===== src/rtl/ftdi_tx_sched_pkg.sv =====
// Shared definitions for the FTDI transmit scheduler: state encoding, frame
// constants and the payload length width.
package ftdi_tx_sched_pkg;

  localparam int LEN_W = 11;

  localparam logic [7:0] HDR_BYTE = 8'hA5;
  localparam logic [7:0] RSP_TAG  = 8'h02;

  typedef enum logic [2:0] {
    ST_IDLE,
    ST_HDR,
    ST_TAG,
    ST_LEN_H,
    ST_LEN_L,
    ST_PAYLOAD,
    ST_ACK
  } state_t;

  typedef enum logic {
    SRC_MON = 1'b0,
    SRC_RSP = 1'b1
  } src_t;

endpackage


===== src/rtl/ftdi_tx_sched_if.sv =====
// Bundle of the two frame-source handshakes and the FT245 write port.
// The master side is the scheduler, the slave side is its environment.
interface ftdi_tx_sched_if;
  import ftdi_tx_sched_pkg::*;

  logic             mon_rd_rdy;
  logic             mon_rd_rdy_ack;
  logic             mon_src;
  logic [LEN_W-1:0] mon_usedw;
  logic             mon_rdreq;
  logic [7:0]       mon_q;
  logic             rsp_rdy;
  logic [LEN_W-1:0] rsp_len;
  logic             rsp_rd_rdy_ack;
  logic             rsp_rdreq;
  logic [7:0]       rsp_q;
  logic             ftdi_txe_n;
  logic             ftdi_wr_n;
  logic [7:0]       ftdi_d;
  logic             busy;

  modport master (
    input  mon_rd_rdy, mon_src, mon_usedw, mon_q,
    input  rsp_rdy, rsp_len, rsp_q, ftdi_txe_n,
    output mon_rd_rdy_ack, mon_rdreq, rsp_rd_rdy_ack, rsp_rdreq,
    output ftdi_wr_n, ftdi_d, busy
  );

  modport slave (
    output mon_rd_rdy, mon_src, mon_usedw, mon_q,
    output rsp_rdy, rsp_len, rsp_q, ftdi_txe_n,
    input  mon_rd_rdy_ack, mon_rdreq, rsp_rd_rdy_ack, rsp_rdreq,
    input  ftdi_wr_n, ftdi_d, busy
  );

endinterface


===== src/rtl/ftdi_out_reg.sv =====
// One-byte output holding register for the FT245 write port; a byte leaves
// on any edge where it is valid and the chip reports space.
module ftdi_out_reg (
  input  logic       clk_ftdi,
  input  logic       n_rst,
  input  logic       load,
  input  logic [7:0] din,
  input  logic       txe_n,
  output logic [7:0] ob,
  output logic       ob_vld,
  output logic       accept,
  output logic       wr_n
);

  assign accept = ob_vld & ~txe_n;
  assign wr_n   = ~accept;

  // A reload on the accepting edge keeps the register full for the next byte.
  always_ff @(posedge clk_ftdi or negedge n_rst) begin
    if (!n_rst) begin
      ob     <= 8'h00;
      ob_vld <= 1'b0;
    end else if (load) begin
      ob     <= din;
      ob_vld <= 1'b1;
    end else if (accept) begin
      ob_vld <= 1'b0;
    end
  end

endmodule


===== src/rtl/ftdi_tx_sched.sv =====
// Round-robin transmit scheduler sharing the FT245 write port between the
// HSI monitor buffer and the command-response buffer.
module ftdi_tx_sched
  import ftdi_tx_sched_pkg::*;
(
  input logic            clk_ftdi,
  input logic            n_rst,
  ftdi_tx_sched_if.master bus
);

  state_t           state;
  src_t             src;
  src_t             last;
  logic [LEN_W-1:0] len;
  logic [LEN_W-1:0] rem;
  logic [7:0]       tag;
  logic             rd_pend;
  logic             mon_ack;
  logic             rsp_ack;

  logic             grant_any;
  src_t             grant_src;
  logic [LEN_W-1:0] grant_len;
  logic             load;
  logic [7:0]       din;
  logic [7:0]       ob;
  logic             ob_vld;
  logic             accept;
  logic             rd_issue;
  logic [7:0]       q;

  always_comb begin
    grant_any = bus.mon_rd_rdy | bus.rsp_rdy;
    grant_src = (bus.mon_rd_rdy && (!bus.rsp_rdy || last == SRC_RSP)) ? SRC_MON : SRC_RSP;
    grant_len = (grant_src == SRC_MON) ? bus.mon_usedw : bus.rsp_len;
  end

  assign q = (src == SRC_MON) ? bus.mon_q : bus.rsp_q;

  // Only one read in flight, and only when the fetched byte has room to land.
  assign rd_issue = (state == ST_PAYLOAD) && (rem != '0) && !rd_pend && (!ob_vld || accept);

  always_comb begin
    load = 1'b0;
    din  = 8'h00;
    case (state)
      ST_IDLE:    begin load = grant_any; din = HDR_BYTE;          end
      ST_HDR:     begin load = accept;    din = tag;               end
      ST_TAG:     begin load = accept;    din = {5'b0, len[10:8]}; end
      ST_LEN_H:   begin load = accept;    din = len[7:0];          end
      ST_PAYLOAD: begin load = rd_pend;   din = q;                 end
      default:    ;
    endcase
  end

  ftdi_out_reg u_out_reg (
    .clk_ftdi (clk_ftdi),
    .n_rst    (n_rst),
    .load     (load),
    .din      (din),
    .txe_n    (bus.ftdi_txe_n),
    .ob       (ob),
    .ob_vld   (ob_vld),
    .accept   (accept),
    .wr_n     (bus.ftdi_wr_n)
  );

  always_ff @(posedge clk_ftdi or negedge n_rst) begin
    if (!n_rst) begin
      state   <= ST_IDLE;
      src     <= SRC_MON;
      last    <= SRC_RSP;
      len     <= '0;
      rem     <= '0;
      tag     <= 8'h00;
      rd_pend <= 1'b0;
      mon_ack <= 1'b0;
      rsp_ack <= 1'b0;
    end else begin
      mon_ack <= 1'b0;
      rsp_ack <= 1'b0;
      rd_pend <= rd_issue;
      case (state)
        ST_IDLE: begin
          if (grant_any) begin
            src   <= grant_src;
            len   <= grant_len;
            rem   <= grant_len;
            tag   <= (grant_src == SRC_RSP) ? RSP_TAG : {7'b0, bus.mon_src};
            state <= ST_HDR;
          end
        end
        ST_HDR:   if (accept) state <= ST_TAG;
        ST_TAG:   if (accept) state <= ST_LEN_H;
        ST_LEN_H: if (accept) state <= ST_LEN_L;
        ST_LEN_L: begin
          if (accept) begin
            if (len == '0) begin
              state   <= ST_ACK;
              mon_ack <= (src == SRC_MON);
              rsp_ack <= (src == SRC_RSP);
            end else begin
              state <= ST_PAYLOAD;
            end
          end
        end
        ST_PAYLOAD: begin
          if (rd_pend) begin
            rem <= rem - LEN_W'(1);
          end else if (rem == '0 && accept) begin
            state   <= ST_ACK;
            mon_ack <= (src == SRC_MON);
            rsp_ack <= (src == SRC_RSP);
          end
        end
        ST_ACK: begin
          last  <= src;
          state <= ST_IDLE;
        end
        default: state <= ST_IDLE;
      endcase
    end
  end

  assign bus.mon_rdreq      = rd_issue && (src == SRC_MON);
  assign bus.rsp_rdreq      = rd_issue && (src == SRC_RSP);
  assign bus.mon_rd_rdy_ack = mon_ack;
  assign bus.rsp_rd_rdy_ack = rsp_ack;
  assign bus.ftdi_d         = ob;
  assign bus.busy           = (state != ST_IDLE);

endmodule


===== src/flat_wrapper.sv =====
// flat-port wrapper written by rule: the top's interface ports become plain ports
module ftdi_tx_sched_flat import ftdi_tx_sched_pkg::*;
  (clk_ftdi, n_rst, bus_mon_rd_rdy, bus_mon_src, bus_mon_usedw, bus_mon_q, bus_rsp_rdy, bus_rsp_len, bus_rsp_q, bus_ftdi_txe_n, bus_mon_rd_rdy_ack, bus_mon_rdreq, bus_rsp_rd_rdy_ack, bus_rsp_rdreq, bus_ftdi_wr_n, bus_ftdi_d, bus_busy);
  ftdi_tx_sched_if bus_i ();
  input logic clk_ftdi;
  input logic n_rst;
  input wire logic [$bits(bus_i.mon_rd_rdy)-1:0] bus_mon_rd_rdy;
  input wire logic [$bits(bus_i.mon_src)-1:0] bus_mon_src;
  input wire logic [$bits(bus_i.mon_usedw)-1:0] bus_mon_usedw;
  input wire logic [$bits(bus_i.mon_q)-1:0] bus_mon_q;
  input wire logic [$bits(bus_i.rsp_rdy)-1:0] bus_rsp_rdy;
  input wire logic [$bits(bus_i.rsp_len)-1:0] bus_rsp_len;
  input wire logic [$bits(bus_i.rsp_q)-1:0] bus_rsp_q;
  input wire logic [$bits(bus_i.ftdi_txe_n)-1:0] bus_ftdi_txe_n;
  output wire logic [$bits(bus_i.mon_rd_rdy_ack)-1:0] bus_mon_rd_rdy_ack;
  output wire logic [$bits(bus_i.mon_rdreq)-1:0] bus_mon_rdreq;
  output wire logic [$bits(bus_i.rsp_rd_rdy_ack)-1:0] bus_rsp_rd_rdy_ack;
  output wire logic [$bits(bus_i.rsp_rdreq)-1:0] bus_rsp_rdreq;
  output wire logic [$bits(bus_i.ftdi_wr_n)-1:0] bus_ftdi_wr_n;
  output wire logic [$bits(bus_i.ftdi_d)-1:0] bus_ftdi_d;
  output wire logic [$bits(bus_i.busy)-1:0] bus_busy;
  assign bus_i.mon_rd_rdy = bus_mon_rd_rdy;
  assign bus_i.mon_src = bus_mon_src;
  assign bus_i.mon_usedw = bus_mon_usedw;
  assign bus_i.mon_q = bus_mon_q;
  assign bus_i.rsp_rdy = bus_rsp_rdy;
  assign bus_i.rsp_len = bus_rsp_len;
  assign bus_i.rsp_q = bus_rsp_q;
  assign bus_i.ftdi_txe_n = bus_ftdi_txe_n;
  assign bus_mon_rd_rdy_ack = bus_i.mon_rd_rdy_ack;
  assign bus_mon_rdreq = bus_i.mon_rdreq;
  assign bus_rsp_rd_rdy_ack = bus_i.rsp_rd_rdy_ack;
  assign bus_rsp_rdreq = bus_i.rsp_rdreq;
  assign bus_ftdi_wr_n = bus_i.ftdi_wr_n;
  assign bus_ftdi_d = bus_i.ftdi_d;
  assign bus_busy = bus_i.busy;
  ftdi_tx_sched u_core (.clk_ftdi(clk_ftdi), .n_rst(n_rst), .bus(bus_i));
endmodule

===== config.mk =====
export PLATFORM = sky130hd
export DESIGN_NAME = ftdi_tx_sched_flat
export DESIGN_NICKNAME = d
export VERILOG_FILES = /design/src/rtl/ftdi_tx_sched_pkg.sv /design/src/rtl/ftdi_tx_sched_if.sv /design/src/rtl/ftdi_out_reg.sv /design/src/rtl/ftdi_tx_sched.sv /design/src/flat_wrapper.sv
export SDC_FILE = /design/constraint.sdc
export NUM_CORES = 1
export LEC_CHECK = 0
export BUFFER_PORTS_ARGS = -buffer_cell sky130_fd_sc_hd__buf_2
export CAP_MARGIN = 20
export CORE_UTILIZATION = 40
export DETAILED_ROUTE_END_ITERATION = 6
export HOLD_SLACK_MARGIN = 0.15
export PLACE_DENSITY = 0.68
export SYNTH_ARGS = -nofsm -noshare
export SYNTH_HDL_FRONTEND = slang
export SYNTH_HIERARCHICAL = 1
export SYNTH_SLANG_ARGS = --single-unit

===== constraint.sdc =====
create_clock -name clk_ftdi -period 4.2 [get_ports clk_ftdi]
set_clock_uncertainty 0.05 [all_clocks]
set_input_delay 0.84 -clock clk_ftdi [delete_from_list [all_inputs] [get_ports clk_ftdi]]
set_output_delay 0.84 -clock clk_ftdi [all_outputs]
set_load 0.02 [all_outputs]

==> results.yml <==
clock_network:
  clock_path_buffers: 2
  post_cts_buffers: 0
  cts_tree: "done"
  insertion_delay_ps: 290
  cts_made_buffers: 5
  h-tree-depth: 2
  cts.sinks: 40
  cts_resized: 0
  holdBufCountCts: 0
  cts.clk_slew.worst_paths_ps: 80
  clockRootBuffer: "clkbuf_8"
route:
  drtAntennaViolNets: 0
  routed_wl_mm: 5.44
  drt_pre_antenna_iters: 4
  drt-initial-drc-count: 98
  drc_errors: 0
  via_per_inst: 5.41
  route.vias.total: 1960
  post_drt_wl_per_cell_um: 15.0
sta:
  worst_pin_slew_ps: 1070
  slew-limit-headroom_pct: 29.0
  setup_tns_ps: 0
  hold_viol: 0
  setup_violations: 0
  rsz0062_at_grt: "false"
  fmax_ghz: 0.292
  final_max_slew_viol_count: 0
  fin_crit_sh_pct: 81.5
  fin_crit_ps: 3420
die:
  die_width_um: 78.4
  num_io_pins: 58
  fp.dieH_um: 78.4
  die_area_um2: 6150
  core_um2: 5570
  initial_core_util_pct: 41.9
  rows: 27
grt:
  grt_start_max_net_pins: 41
  grt_overflow_total: 0
  first_global_vias: 1862
  antenna_found_initial: 0
  track_usage_pct: 18.9
  grt_pass1_wl_mm: 9.00
critical_path:
  critPathCaptureType: "output pin"
  r2r_cells: 7
  path_delay_family: "simple AND/OR/NAND/NOR gates"
  r2r_start: "u_core/state[1]"
  cp_max_fo: 23
  crit_chain: "nand2b_4 -> or2_1 -> nor4b_1 -> and2_1 -> buf_2"
  r2r-end: "u_core/u_out_reg/ob[3]"
  cp.arrival_ps: 2530
  critPathKind: "reg -> out"
  critical-path-max-stage-delay_ps: 680
  cp.required_ps: 3310
  startpoint_type: "flop"
  critPathSlowestCell: "dfrtp_1"
  cp_num_buf_inv: 1
  r2r_slack_ps: 1180
hold_path:
  holdPathEnd: "u_core/u_out_reg/ob[2]"
  min-delay-start: "u_core/u_out_reg/ob[2]"
  worstHoldPathCells: 1
  min_path_type: "reg -> reg"
run_status:
  status: "finished, final reports clean"
yosys:
  yosys.area.top_type: "dfrtp_1"
  yosysSeqAreaShare_pct: 42.9
  synth_top_area_share_pct: 41.8
  synth_ff_type: "dfrtp_1"
  mappedNetlistArea_um2: 2340
  synth_nets: 281
  synth_area_leaders: "dfrtp_1 42%, mux2i_1 6.4%, a21oi_1 5.4%"
  syn_inst: 235
  syn_area_per_cell_um2: 9.95
  synth-seq-cells: 40
  yosysWarnings: 6
  synth_edf_count: 0
  ys_async_sr_fraction_pct: 100
  ys_types: 49
layout:
  diodes: 0
  num-nets-final: 335
  final_common_cell: "buf_2"
  final_layout_size_suffix_gt1_share_pct: 32.8
  final_cell_mix: "57 x buf_2, 39 x dfrtp_1, 25 x a21oi_1, 19 x nor2_1, 15 x mux2i_1"
  syn_to_final_growth_pct: 19.6
pwr:
  peakVddDrop_v: 0.000345
  power_density_nw_per_um2: 746
  p_total_mw: 2.08
  p_leak_nw: 1.31
placed_design:
  dp_hpwl_mm: 4.01
  portBuffers: 57
  routabilityCongestion: 0.874
run:
  max-cap-violations: 0
## metrics by stage
| step | area, um2 | std cells | utilization (%) | hold slack (ps) | worst slack [ps] |
|---|---|---|---|---|---|
| 3_3_place_gp | 2670 | 353 | 47.8 | 450 | 898 |
| 2_1_floorplan | 2340 | 235 | - | 437 | 1530 |
| 3_5_place_dp | 2670 | 353 | 47.8 | 444 | 751 |
| 6_report | 2800 | 362 | 50.1 | 466 | 778 |
| 4_1_cts | 2790 | 361 | 50.0 | 474 | 765 |
| 5_1_grt | 2800 | 362 | 50.1 | 497 | 531 |
## how the worst max path moves through the flow
| stage | startpoint | endpoint | slack (ps) | cells after the start |
|---|---|---|---|---|
| CTS | u_core/state[2] | bus_mon_rdreq | 760 | 5 |
| floorplan | bus_ftdi_txe_n | bus_mon_rdreq | 1530 | 4 |
| detailed placement | bus_mon_rd_rdy | u_core/u_out_reg/ob[3] | 750 | 6 |
| global route | u_core/state[2] | bus_rsp_rdreq | 530 | 5 |
| global placement | bus_mon_rd_rdy | u_core/u_out_reg/ob[2] | 900 | 6 |
| finish | u_core/state[2] | bus_mon_rdreq | 780 | 5 |
## area by class of cell
class / count / area (um2)
clock buffer: 6 / 82.6
clock inverter: 2 / 38.8
fill: 546 / 2780
inverter: 8 / 30.0
multi-input combinational: 174 / 1240
sequential: 40 / 1000
tap: 72 / 90.1
timing repair buffer: 60 / 308
## registers in the layout, summed over array words and instances (netlist names)
name and flops:
u_core/bus.mon_rd_rdy_ack 1, u_core/u_out_reg/ob 8, u_core/u_out_reg/ob_vld 1, u_core/rd_pend 1
u_core/rem 11, u_core/last 1, u_core/src 1, u_core/tag 1
u_core/state 3, u_core/bus.rsp_rd_rdy_ack 1, u_core/len 11
## report_power, final
part / leakage (nW) / switching, mW / internal, mW
registers: 0.478 / 0.221 / 0.570
clock network: 0.0614 / 0.138 / 0.194
logic: 0.771 / 0.485 / 0.475
total: 1.31 / 0.844 / 1.24
## Yosys cell counts, types with 3 or more instances
cell      number
nor2_1        19
o21ai_0       16
a22o_1         3
buf_2          4
o22ai_1        4
nor4_1         4
a32oi_1        3
clkbuf_1       6
mux2i_1       15
mux2_4         8
nand2_1       13
mux2_2         9
nand3_1        4
a21oi_1       25
nor3_1         3
inv_1          8
o22a_1         3
nor2b_1        4
and2_1         5
dfrtp_1       39
## per-layer routing
layer	routed length, um	GRT usage [%]
met1	2570	25.6
met2	2530	29.6
met3	218	3.95
met4	121	7.22
met5	0	0
## cells by family (layout without fill, tap and decap cells)
logic type	Yosys count	after routing	synth area share [%]
and+or+nand+nor	70	70	17.3
AOI/OAI and AO/OA	70	70	18.9
adders and majority gates	2	2	1.07
muxes	32	32	15.9
buffers and inverters	21	76	3.91
DFF	40	40	42.9
## worst reg2reg max path: cells and delay by family, from the launching register on
family / cells / cell delay [ps]
AOI/OAI and AO/OA: 2 / 1170
buffers and inverters: 2 / 480
DFF: 1 / 600
muxes: 1 / 300
and+or+nand+nor: 2 / 300
No activity file was read; power rests on OpenSTA's default activity.
